$ cat src/rtl/uart_rx_word_fifo.sv
// Show-ahead word FIFO buffering received UART words for a downstream consumer.
// Words arriving while full are dropped and flagged on a sticky overflow bit.
module uart_rx_word_fifo #(
    parameter int DATA_WIDTH = 24,
    parameter int DEPTH      = 8,
    parameter int ADDR_WIDTH = 3
) (
    input  logic                  i_clk,
    input  logic                  i_rst,
    input  logic                  i_rx_done,
    input  logic [DATA_WIDTH-1:0] i_rx_data,
    output logic [DATA_WIDTH-1:0] o_data,
    output logic                  o_valid,
    input  logic                  i_ready,
    output logic [ADDR_WIDTH:0]   o_count,
    output logic                  o_full,
    output logic                  o_empty,
    output logic                  o_overflow,
    input  logic                  i_clr_ovf
);

    localparam logic [ADDR_WIDTH:0]   C_FULL_COUNT = (ADDR_WIDTH + 1)'(DEPTH);
    localparam logic [ADDR_WIDTH:0]   C_CNT_ZERO   = {(ADDR_WIDTH + 1){1'b0}};
    localparam logic [ADDR_WIDTH:0]   C_CNT_ONE    = {{ADDR_WIDTH{1'b0}}, 1'b1};
    localparam logic [ADDR_WIDTH-1:0] C_PTR_ZERO   = {ADDR_WIDTH{1'b0}};
    localparam logic [ADDR_WIDTH-1:0] C_PTR_ONE    = {{(ADDR_WIDTH - 1){1'b0}}, 1'b1};

    logic [DATA_WIDTH-1:0] r_mem [DEPTH];
    logic [ADDR_WIDTH-1:0] r_wr_ptr;
    logic [ADDR_WIDTH-1:0] r_rd_ptr;
    logic [ADDR_WIDTH:0]   r_count;
    logic                  r_full;
    logic                  r_empty;
    logic                  r_overflow;

    logic                  w_push;
    logic                  w_pop;
    logic                  w_drop;
    logic [ADDR_WIDTH-1:0] w_wr_ptr_next;
    logic [ADDR_WIDTH-1:0] w_rd_ptr_next;
    logic [ADDR_WIDTH:0]   w_count_next;
    logic                  w_overflow_next;

    // A pop frees a slot on the same edge, so a full FIFO can still accept a push then.
    always_comb begin
        w_pop           = 1'b0;
        w_push          = 1'b0;
        w_drop          = 1'b0;
        w_wr_ptr_next   = r_wr_ptr;
        w_rd_ptr_next   = r_rd_ptr;
        w_count_next    = r_count;
        w_overflow_next = r_overflow;

        w_pop  = ~r_empty & i_ready;
        w_push = i_rx_done & (~r_full | w_pop);
        w_drop = i_rx_done & r_full & ~w_pop;

        if (w_push) begin
            w_wr_ptr_next = r_wr_ptr + C_PTR_ONE;
        end else begin
            w_wr_ptr_next = r_wr_ptr;
        end

        if (w_pop) begin
            w_rd_ptr_next = r_rd_ptr + C_PTR_ONE;
        end else begin
            w_rd_ptr_next = r_rd_ptr;
        end

        case ({w_push, w_pop})
            2'b10:   w_count_next = r_count + C_CNT_ONE;
            2'b01:   w_count_next = r_count - C_CNT_ONE;
            default: w_count_next = r_count;
        endcase

        // Setting on a drop takes priority over a coincident clear request.
        if (w_drop) begin
            w_overflow_next = 1'b1;
        end else if (i_clr_ovf) begin
            w_overflow_next = 1'b0;
        end else begin
            w_overflow_next = r_overflow;
        end
    end

    always_ff @(posedge i_clk or posedge i_rst) begin
        if (i_rst) begin
            r_wr_ptr   <= C_PTR_ZERO;
            r_rd_ptr   <= C_PTR_ZERO;
            r_count    <= C_CNT_ZERO;
            r_full     <= 1'b0;
            r_empty    <= 1'b1;
            r_overflow <= 1'b0;
        end else begin
            r_wr_ptr   <= w_wr_ptr_next;
            r_rd_ptr   <= w_rd_ptr_next;
            r_count    <= w_count_next;
            r_full     <= (w_count_next == C_FULL_COUNT);
            r_empty    <= (w_count_next == C_CNT_ZERO);
            r_overflow <= w_overflow_next;
        end
    end

    // Storage is deliberately left out of reset; stale words are unreachable once pointers clear.
    always_ff @(posedge i_clk) begin
        if (w_push && !i_rst) begin
            r_mem[r_wr_ptr] <= i_rx_data;
        end
    end

    assign o_data     = r_mem[r_rd_ptr];
    assign o_valid    = ~r_empty;
    assign o_count    = r_count;
    assign o_full     = r_full;
    assign o_empty    = r_empty;
    assign o_overflow = r_overflow;

endmodule

$ cat config.mk
export PLATFORM = sky130hd
export DESIGN_NAME = uart_rx_word_fifo
export DESIGN_NICKNAME = d
export VERILOG_FILES = /design/src/rtl/uart_rx_word_fifo.sv
export SDC_FILE = /design/constraint.sdc
export NUM_CORES = 1
export LEC_CHECK = 0
export BUFFER_PORTS_ARGS = -buffer_cell sky130_fd_sc_hd__buf_2
export CAP_MARGIN = 10
export CORE_MARGIN = 10
export CORE_UTILIZATION = 25
export DETAILED_ROUTE_END_ITERATION = 8
export PLACE_DENSITY = 0.47
export REMOVE_ABC_BUFFERS = 1
export SYNTH_ARGS = -nofsm -noshare
export SYNTH_HDL_FRONTEND = slang
export SYNTH_SLANG_ARGS = --single-unit
$ cat constraint.sdc
create_clock -name i_clk -period 3.9 [get_ports i_clk]
set_input_delay 0.39 -clock i_clk [delete_from_list [all_inputs] [get_ports i_clk]]
set_output_delay 0.39 -clock i_clk [all_outputs]
set_load 0.02 [all_outputs]
# == Word level (Yosys, flattened, before mapping) ==
# Memories as Yosys holds them, arrays and structs flattened.
# Cells that the tools add are included.
# word_totals
reg_bits,13
latch_bits,0
mem_bits_rw,192
mem_bits_ro,0
input_bits,29
output_inout_bits,32
word_cells,31
memories,1
# classes
addsub,4
mul,0
div_mod_pow,0
order_cmp,0
n_eq_ne,3
shifts,0
muxes,5
bitwise,8
n_reduce_logical,4
# memory_table
name,depth,width,read_ports,rd_clocked_by_memory_dff,write_ports,line_no,text
r_mem,8,24,1,0,1,28,logic [DATA_WIDTH-1:0] r_mem [DEPTH];
# ops
operator,count
4-bit case mux with 2 select lines,1
"3-bit by 1-bit adder with 3-bit output, second input constant",2
"4-bit by 1-bit adder with 4-bit output, second input constant",1
1-bit AND,4
"4-bit == test, second input constant",1
4-bit zero test,1
1-bit two-way mux,4
"4-bit by 1-bit subtractor with 4-bit output, second input constant",1
1-bit inverter,3
"2-bit by 1-bit == test with 1-bit output, second input constant",1
"2-bit == test, second input constant",1
2-bit nonzero test,1
1-bit logical AND,1
1-bit zero test,1
1-bit OR,1

# == Depth between registers and ports, before layout ==
# Gate-level depths: netlist of run 1.
# logic_depth
word_depth,7
depth_mapped,10
depth_no_buf,9

# == Worst setup path after synthesis of run 1 ==
# Ideal clock, no wire load.
# synth_timing
path_kind,reg2reg
from,register r_empty (netlist: o_empty)
to,"memory r_mem[0][0], enable pin"
setup_time_ns,0.435
t_arrival_ns,2.887
required_time_ns,3.465
path_slack_ns,0.578
stages_incl_launch_ff,6
n_path_buf,1
synth_period_minus_slack_ns,3.322
cell_sequence,dfstp_2 nor2b_1 buf_2 o21ai_1 or3_1 nor3_1
# synth_via
elab_chain_len,7
# synth_lines
item,line_no,text
"start, declared",33,logic r_empty;
"start signal, assigned",99,r_empty <= (w_count_next == C_CNT_ZERO);
1-bit inverter,54,w_pop = ~r_empty & i_ready;
1-bit AND,54,
named net w_pop,37,logic w_pop;
1-bit OR,55,w_push = i_rx_done & (~r_full | w_pop);
1-bit AND,55,
1-bit logical AND,106,if (w_push && !i_rst) begin
1-bit two-way mux,106,
1-bit two-way mux (implied by the code),107,r_mem[r_wr_ptr] <= i_rx_data;
"end, declared",28,
# The timed path passes the listed nets, and every way through them passes these cells.

# == Worst setup path after layout of run 1 ==
# layout_timing
from,register r_rd_ptr[0]
to,output port o_data[2]
# layout_via
elab_chain_len,1
# layout_lines
item,line_no,text
"start, declared",30,logic [ADDR_WIDTH-1:0] r_rd_ptr;
"start signal, assigned",96,r_rd_ptr <= w_rd_ptr_next;
memory read 8 x 24 bit,-,
"end, declared",12,"output logic [DATA_WIDTH-1:0] o_data,"
# Every way passes these cells.

==> results.sh, run 1 <==
export IMPL_max_freq_mhz=330.4
export IMPL_r2r_slack_ps=1300
export IMPL_tns_ps=0
export IMPL_min_period_over_period=0.7761
export IMPL_root_buffer="clkbuf_16"
export IMPL_via_per_inst=4.384
export IMPL_rr_worst_depth=10
export IMPL_overflow=0
export IMPL_syn_area_mm2=0.008045
export IMPL_criticalPathCategory="reg2out"
export IMPL_startpoint_type="flop"
export IMPL_cp_startpoint="r_rd_ptr[0]"
export IMPL_rows=65
export IMPL_layout_common_cells="192 x edfxtp_1, 60 x buf_2, 48 x mux4_2, 23 x clkbuf_16, 17 x mux2_2"
export IMPL_p_int_uw=5001
export IMPL_swShare=0.3082
export IMPL_cts_sinks=205
export IMPL_ys_seq_area_frac=0.7572
export IMPL_min_from="i_clr_ovf"
export IMPL_synthCells=358
export IMPL_ys_warnings_count=0
export IMPL_hold_buffers=1
export IMPL_core_area_mm2=0.03164
export IMPL_drtAntennaViolNets=0
export IMPL_drc=0
export IMPL_antennaDiodeCount=0
export IMPL_dp_hpwl_mm=10.03
export IMPL_synth_seq_cells=205
export IMPL_regToRegEndpoint="o_full"
export IMPL_sequentialPowerShare=0.413
export IMPL_drv_cap=0
export IMPL_place_gp_congestion=0.7086
export IMPL_power_density_mw_per_mm2=751.2
export IMPL_yosys_area_top_type="edfxtp_1"
export IMPL_vdd_ir_drop_max_mv=0.3767
export IMPL_dieWidth_um=199.4
export IMPL_endpoint_kind="primary output"
export IMPL_die_h_um=199.4
export IMPL_critPathCapture="o_data[2]"
export IMPL_wl_per_cell_um=19.66
export IMPL_first_iter_violations=177
export IMPL_first_global_vias=4111
export IMPL_worstHoldPathType="in2reg"
export IMPL_final_common_cell="edfxtp_1"
export IMPL_yosys_top_cells_area="edfxtp_1 72%, mux4_2 13%, dfrtp_1 3.7%"
export IMPL_syn_avg_cell_area_um2=22.47
export IMPL_p_leak_uw=0.003152
export IMPL_grt_max_degree=27
export IMPL_required_ps=3510
export IMPL_power_share_clock=0.290
export IMPL_fillerInstances=3017
export IMPL_hold_viol_final=0
export IMPL_rr_startpoint="o_empty"
export IMPL_status="completed"
export IMPL_clk_pin_slew_ps=50
export IMPL_layout_drive_gt1_share=0.4133
export IMPL_die_area_mm2=0.03976
export IMPL_start_util=0.2543
export IMPL_grtUsageTotal=0.08471
export IMPL_synthToLayoutAreaGrowth_pct=19.63
export IMPL_fin_worst_skew_ps=12.12
export IMPL_tightest_slew_ps=991.6
export IMPL_cts_setup_buffers=0
export IMPL_cts_inserted_buffers=23
export IMPL_dr_total_vias=3735
export IMPL_final_nets=470
export IMPL_drv_slew=0
export IMPL_routed_wl_mm=16.75
export IMPL_finalCriticalPeriod_ps=3027
export IMPL_report_final_setup_viol=0
export IMPL_switchingPower_uw=2229
export IMPL_cp_arrival_ps=2640
export IMPL_synth_top_area_frac=0.7166
export IMPL_cts_tree="yes"
export IMPL_antenna_found_initial=1
export IMPL_dr_pass1_iters=4
export IMPL_totalPowerFinal_uw=7230
export IMPL_netlist_cell_type_count=35
export IMPL_clk_latency_ps=500
export IMPL_grt_pass1_wl_mm=25.63
export IMPL_htreeDepth=1
export IMPL_power_frac_comb=0.297
export IMPL_port_buffer_count=60
export IMPL_max_slew_margin=0.3374
export IMPL_ios=61
export IMPL_cts_path_max_buffers=3
export IMPL_cts_resized=0
export IMPL_rsz0062_at_grt="false"
export IMPL_cp_max_fo=26
through the flow:
step           hold slack (ps)  instance area (µm²)  worst slack (ps)  instances    util
6_report                 78.36                 9624             873.1        852  0.3042
4_1_cts                  57.25                 9624             766.7        852  0.3042
3_5_place_dp             479.7                 8882              1079        812  0.2808
2_1_floorplan            274.2                 7940             380.3        343       -
3_3_place_gp             454.3                 8882              1132        812  0.2808
5_1_grt                  65.02                 9624             710.5        852  0.3042
critical path: stages (launching register included):
cell	delay [ps]
dfrtp_4	780
buf_12	310
mux4_2	530
mux2_2	310
buf_2	170
cell families (layout without fill, tap and decap cells):
family                   count (synthesis)  in the layout  share of synthesized area
multiplexers                            75             75                     0.1768
adder cells (fa/ha/maj)                  5              5                   0.007776
buffers and inverters                   22            114                    0.01633
AND/OR/NAND/NOR                         28             28                    0.01913
flip-flops                             205            205                     0.7572
XOR/XNOR                                11             11                    0.01197
AO/OA/AOI/OAI                           12             12                    0.01073
Yosys cell counts, drive strengths merged:
library cell  number
nor3               2
nand2b             3
a32oi              1
nor4b              1
or3                1
o32ai              1
a211oi             1
o31ai              1
dfrtp             12
a32o               2
a21oi              3
ha                 5
nand2              4
inv                7
and3b              1
mux2              27
xor2               4
nor4bb             1
and2               1
nor2b              5
o21ai              2
and4               1
buf               13
clkbuf             2
dfstp              1
nor2               8
edfxtp           192
o2111ai            1
mux4              48
xnor2              7
flip-flops by register name, summed over array words and instances, names as in the netlist:
register / flops
r_rd_ptr: 3
o_full: 1
r_mem: 192
o_count: 4
r_wr_ptr: 3
o_overflow: 1
o_empty: 1
metal layers:
layer	vias to the layer above	part of all wire	track usage
met5	-	0.0011	0
met4	2	0.019	0.02215
met3	25	0.052	0.02304
met2	78	0.50	0.1405
met1	1990	0.43	0.1069
li1	1640	-	-
how the worst min path moves through the flow:
stage                     slack (ps)          to  depth (start not counted)
after floorplan                  270  o_count[0]                          1
after global placement           450  o_overflow                          2
after detailed placement         480  o_count[1]                          2
after CTS                         60  o_overflow                          2
after global routing              70  o_overflow                          2
final                             80  o_overflow                          2
area by class of cell:
class / count / area, µm² / share of cell area
clock buffers: 27 / 590.6 / 0.06136
multi-input cells: 131 / 1877 / 0.1950
flip-flops and latches: 205 / 6098 / 0.6336
repair buffers: 68 / 387.9 / 0.04030
inverters: 7 / 26.28 / 0.002730
well taps: 402 / 503.0 / 0.05226
clock inverters: 12 / 141.4 / 0.01469
power groups by stage:
stage	clock, µW	sequential, µW	combinational, µW
after detailed placement	0	3050	2220
after global routing	2250	3040	2330
final	2090	2990	2150
after CTS	2160	3010	2220
after global placement	0	3040	2200
after floorplan	0	3030	1440
Power figures use the tool's default switching activity.
==> run 2, diff against run 1 <==
--- a/config.mk
+++ b/config.mk
@@ -10,7 +10,7 @@
 export CORE_MARGIN = 10
 export CORE_UTILIZATION = 25
 export DETAILED_ROUTE_END_ITERATION = 8
-export PLACE_DENSITY = 0.47
+export PLACE_DENSITY = 0.48
 export REMOVE_ABC_BUFFERS = 1
 export SYNTH_ARGS = -nofsm -noshare
 export SYNTH_HDL_FRONTEND = slang
==> constraint.sdc (replaced) <==
create_clock -name i_clk -period 2.5 [get_ports i_clk]
set_input_delay 0.25 -clock i_clk [delete_from_list [all_inputs] [get_ports i_clk]]
set_output_delay 0.25 -clock i_clk [all_outputs]
set_load 0.02 [all_outputs]
==> run 2 against run 1 <==
Net effect: hold slack worse by 61 ps; sequential power rose by 48%; worst setup slack lost 850 ps; die area unchanged; combinational power up 110%; final cell count increased by 3.1%; first-iteration DRC count rose by 47%; routed wire length up 6.0%; sequential share of layout area decreased by 3.0 points; final area increased by 5.1%; register-to-register slack lost 1100 ps; via count increased by 0.64%; largest cell class unchanged; highest routed layer unchanged.
==> results.sh, run 2 (synthesized netlist as in run 1, its figures left out) <==
export IMPL_status="completed"
export IMPL_max_freq_mhz=404.2
export IMPL_vdd_ir_drop_max_mv=0.5288
export IMPL_root_buffer="clkbuf_16"
export IMPL_hold_viol_final=0
export IMPL_overflow=0
export IMPL_port_buffer_count=60
export IMPL_wl_per_cell_um=20.23
export IMPL_clk_pin_slew_ps=60
export IMPL_dp_cells=825
export IMPL_cts_inserted_buffers=23
export IMPL_cts_path_max_buffers=3
export IMPL_max_slew_margin=0.4354
export IMPL_first_iter_violations=261
export IMPL_rr_worst_depth=9
export IMPL_rsz0062_at_grt="true"
export IMPL_cp_max_fo=6
export IMPL_antenna_found_initial=2
export IMPL_largest_register="r_mem"
export IMPL_power_density_mw_per_mm2=1186
export IMPL_tns_ps=0
export IMPL_startpoint_type="flop"
export IMPL_die_area_mm2=0.03976
export IMPL_core_area_mm2=0.03164
export IMPL_start_util=0.2543
export IMPL_drtAntennaViolNets=0
export IMPL_fillerInstances=2999
export IMPL_ios=61
export IMPL_dr_total_vias=3759
export IMPL_first_global_vias=4232
export IMPL_min_from="i_rx_data[20]"
export IMPL_cts_tree="yes"
export IMPL_r2r_slack_ps=190
export IMPL_regToRegEndpoint="o_full"
export IMPL_totalPowerFinal_uw=11990
export IMPL_layout_common_cells="192 x edfxtp_1, 48 x mux4_2, 40 x buf_2, 26 x clkbuf_16"
export IMPL_routed_wl_mm=17.76
export IMPL_place_gp_congestion=0.7366
export IMPL_grt_max_degree=29
export IMPL_drc=0
export IMPL_endpoint_kind="primary output"
export IMPL_finalWorstSetupSlack_ps=26.25
export IMPL_drv_slew=0
export IMPL_dieWidth_um=199.4
export IMPL_worstHoldPathType="in2reg"
export IMPL_min_period_over_period=0.9895
export IMPL_criticalPathCategory="reg2out"
export IMPL_tightest_slew_ps=846.1
export IMPL_die_h_um=199.4
export IMPL_stdcell_count=878
export IMPL_report_final_setup_viol=0
export IMPL_rows=65
export IMPL_grt_pass1_wl_mm=26.77
export IMPL_via_per_inst=4.281
export IMPL_grtUsageTotal=0.08973
export IMPL_hold_path_endpoint="r_mem[0][20]"
export IMPL_place_ws_ps=243.4
export IMPL_p_leak_uw=0.003388
export IMPL_layout_drive_gt1_share=0.4370
export IMPL_dp_hpwl_mm=10.77
export IMPL_drv_cap=0
export IMPL_clk_latency_ps=500
export IMPL_dr_pass1_iters=4
export IMPL_largest_reg_flops=192
export IMPL_rr_startpoint="o_empty"
export IMPL_cp_arrival_ps=2220
export IMPL_synthToLayoutAreaGrowth_pct=25.69
export IMPL_finalCriticalPeriod_ps=2474
export IMPL_hold_depth=1
export IMPL_htreeDepth=1
export IMPL_antennaDiodeCount=0
export IMPL_fin_worst_skew_ps=9.858
export IMPL_cts_sinks=205
export IMPL_final_nets=496
export IMPL_required_ps=2250
export IMPL_final_common_cell="edfxtp_1"
-- run 2: cell types whose count changed in the layout (fill, tap and decap cells not counted), moves of 9 or more --
| cell | change |
|---|---|
| buf_6 | +19 |
| buf_12 | +10 |
| mux2_2 | -9 |
| buf_4 | +12 |
| mux2_4 | +9 |
| buf_2 | -20 |
-- run 2: what timing repair did --
action / CTS / global route
resized for setup: 19 / 33
cloned: 0 / 4
endpoints found under the hold margin: 14 / 0
setup buffers: 3 / 5
hold buffers: 2 / 0
setup endpoints to repair: 22 / 16
-- run 2: per-stage QoR --
| step | hold slack [ps] | area (µm²) | utilization |
|---|---|---|---|
| after floorplan | 134.2 | 7940 | - |
| final | 17.33 | 10110 | 0.3196 |
| after global placement | 300.7 | 9092 | 0.2874 |
| after global routing | 11.84 | 10110 | 0.3196 |
| after detailed placement | 301.2 | 9092 | 0.2874 |
| after CTS | 5.964 | 9867 | 0.3119 |
-- run 2: per-layer routing --
metal  share of wire  GRT usage  up-vias  wire [µm]
met3           0.059    0.02372       33       1053
met1            0.43     0.1162     1946       7601
met2            0.49     0.1458       87       8716
met5          0.0018          0        -         32
li1                -          -     1689          -
met4           0.020    0.02356        4        361
-- run 2: worst max-delay path, cell delays in order (launching register included) --
cell	delay [ps]
dfrtp_4	470
buf_12	160
clkbuf_16	160
mux4_2	520
mux2_4	280
buf_6	130
-- run 2: worst max path at each step --
stage	startpoint	to	slack [ps]	cells past startpoint
after CTS	r_rd_ptr[0]	o_data[18]	-10	4
after floorplan	o_empty	r_mem[0][0]	-1020	4
after global placement	r_rd_ptr[0]	o_data[22]	280	4
final	r_rd_ptr[0]	o_data[12]	30	5
after global routing	r_rd_ptr[0]	o_data[5]	-30	5
after detailed placement	o_empty	o_full	240	9
-- run 2: area by class of cell --
class,instances,area [µm²],share of cell area
sequential,205,6101,0.6033
multi-input combinational,131,1918,0.1897
timing repair buffer,94,892.1,0.08822
clock buffer,30,601.8,0.05951
tap,402,503.0,0.04974
clock inverter,9,70.07,0.006929
inverter,7,26.28,0.002598
-- run 2: power by group --
part | internal (µW) | switching (µW)
Combinational | 2420 | 2100
Clock | 1780 | 1250
Sequential | 4130 | 305
Total | 8330 | 3660
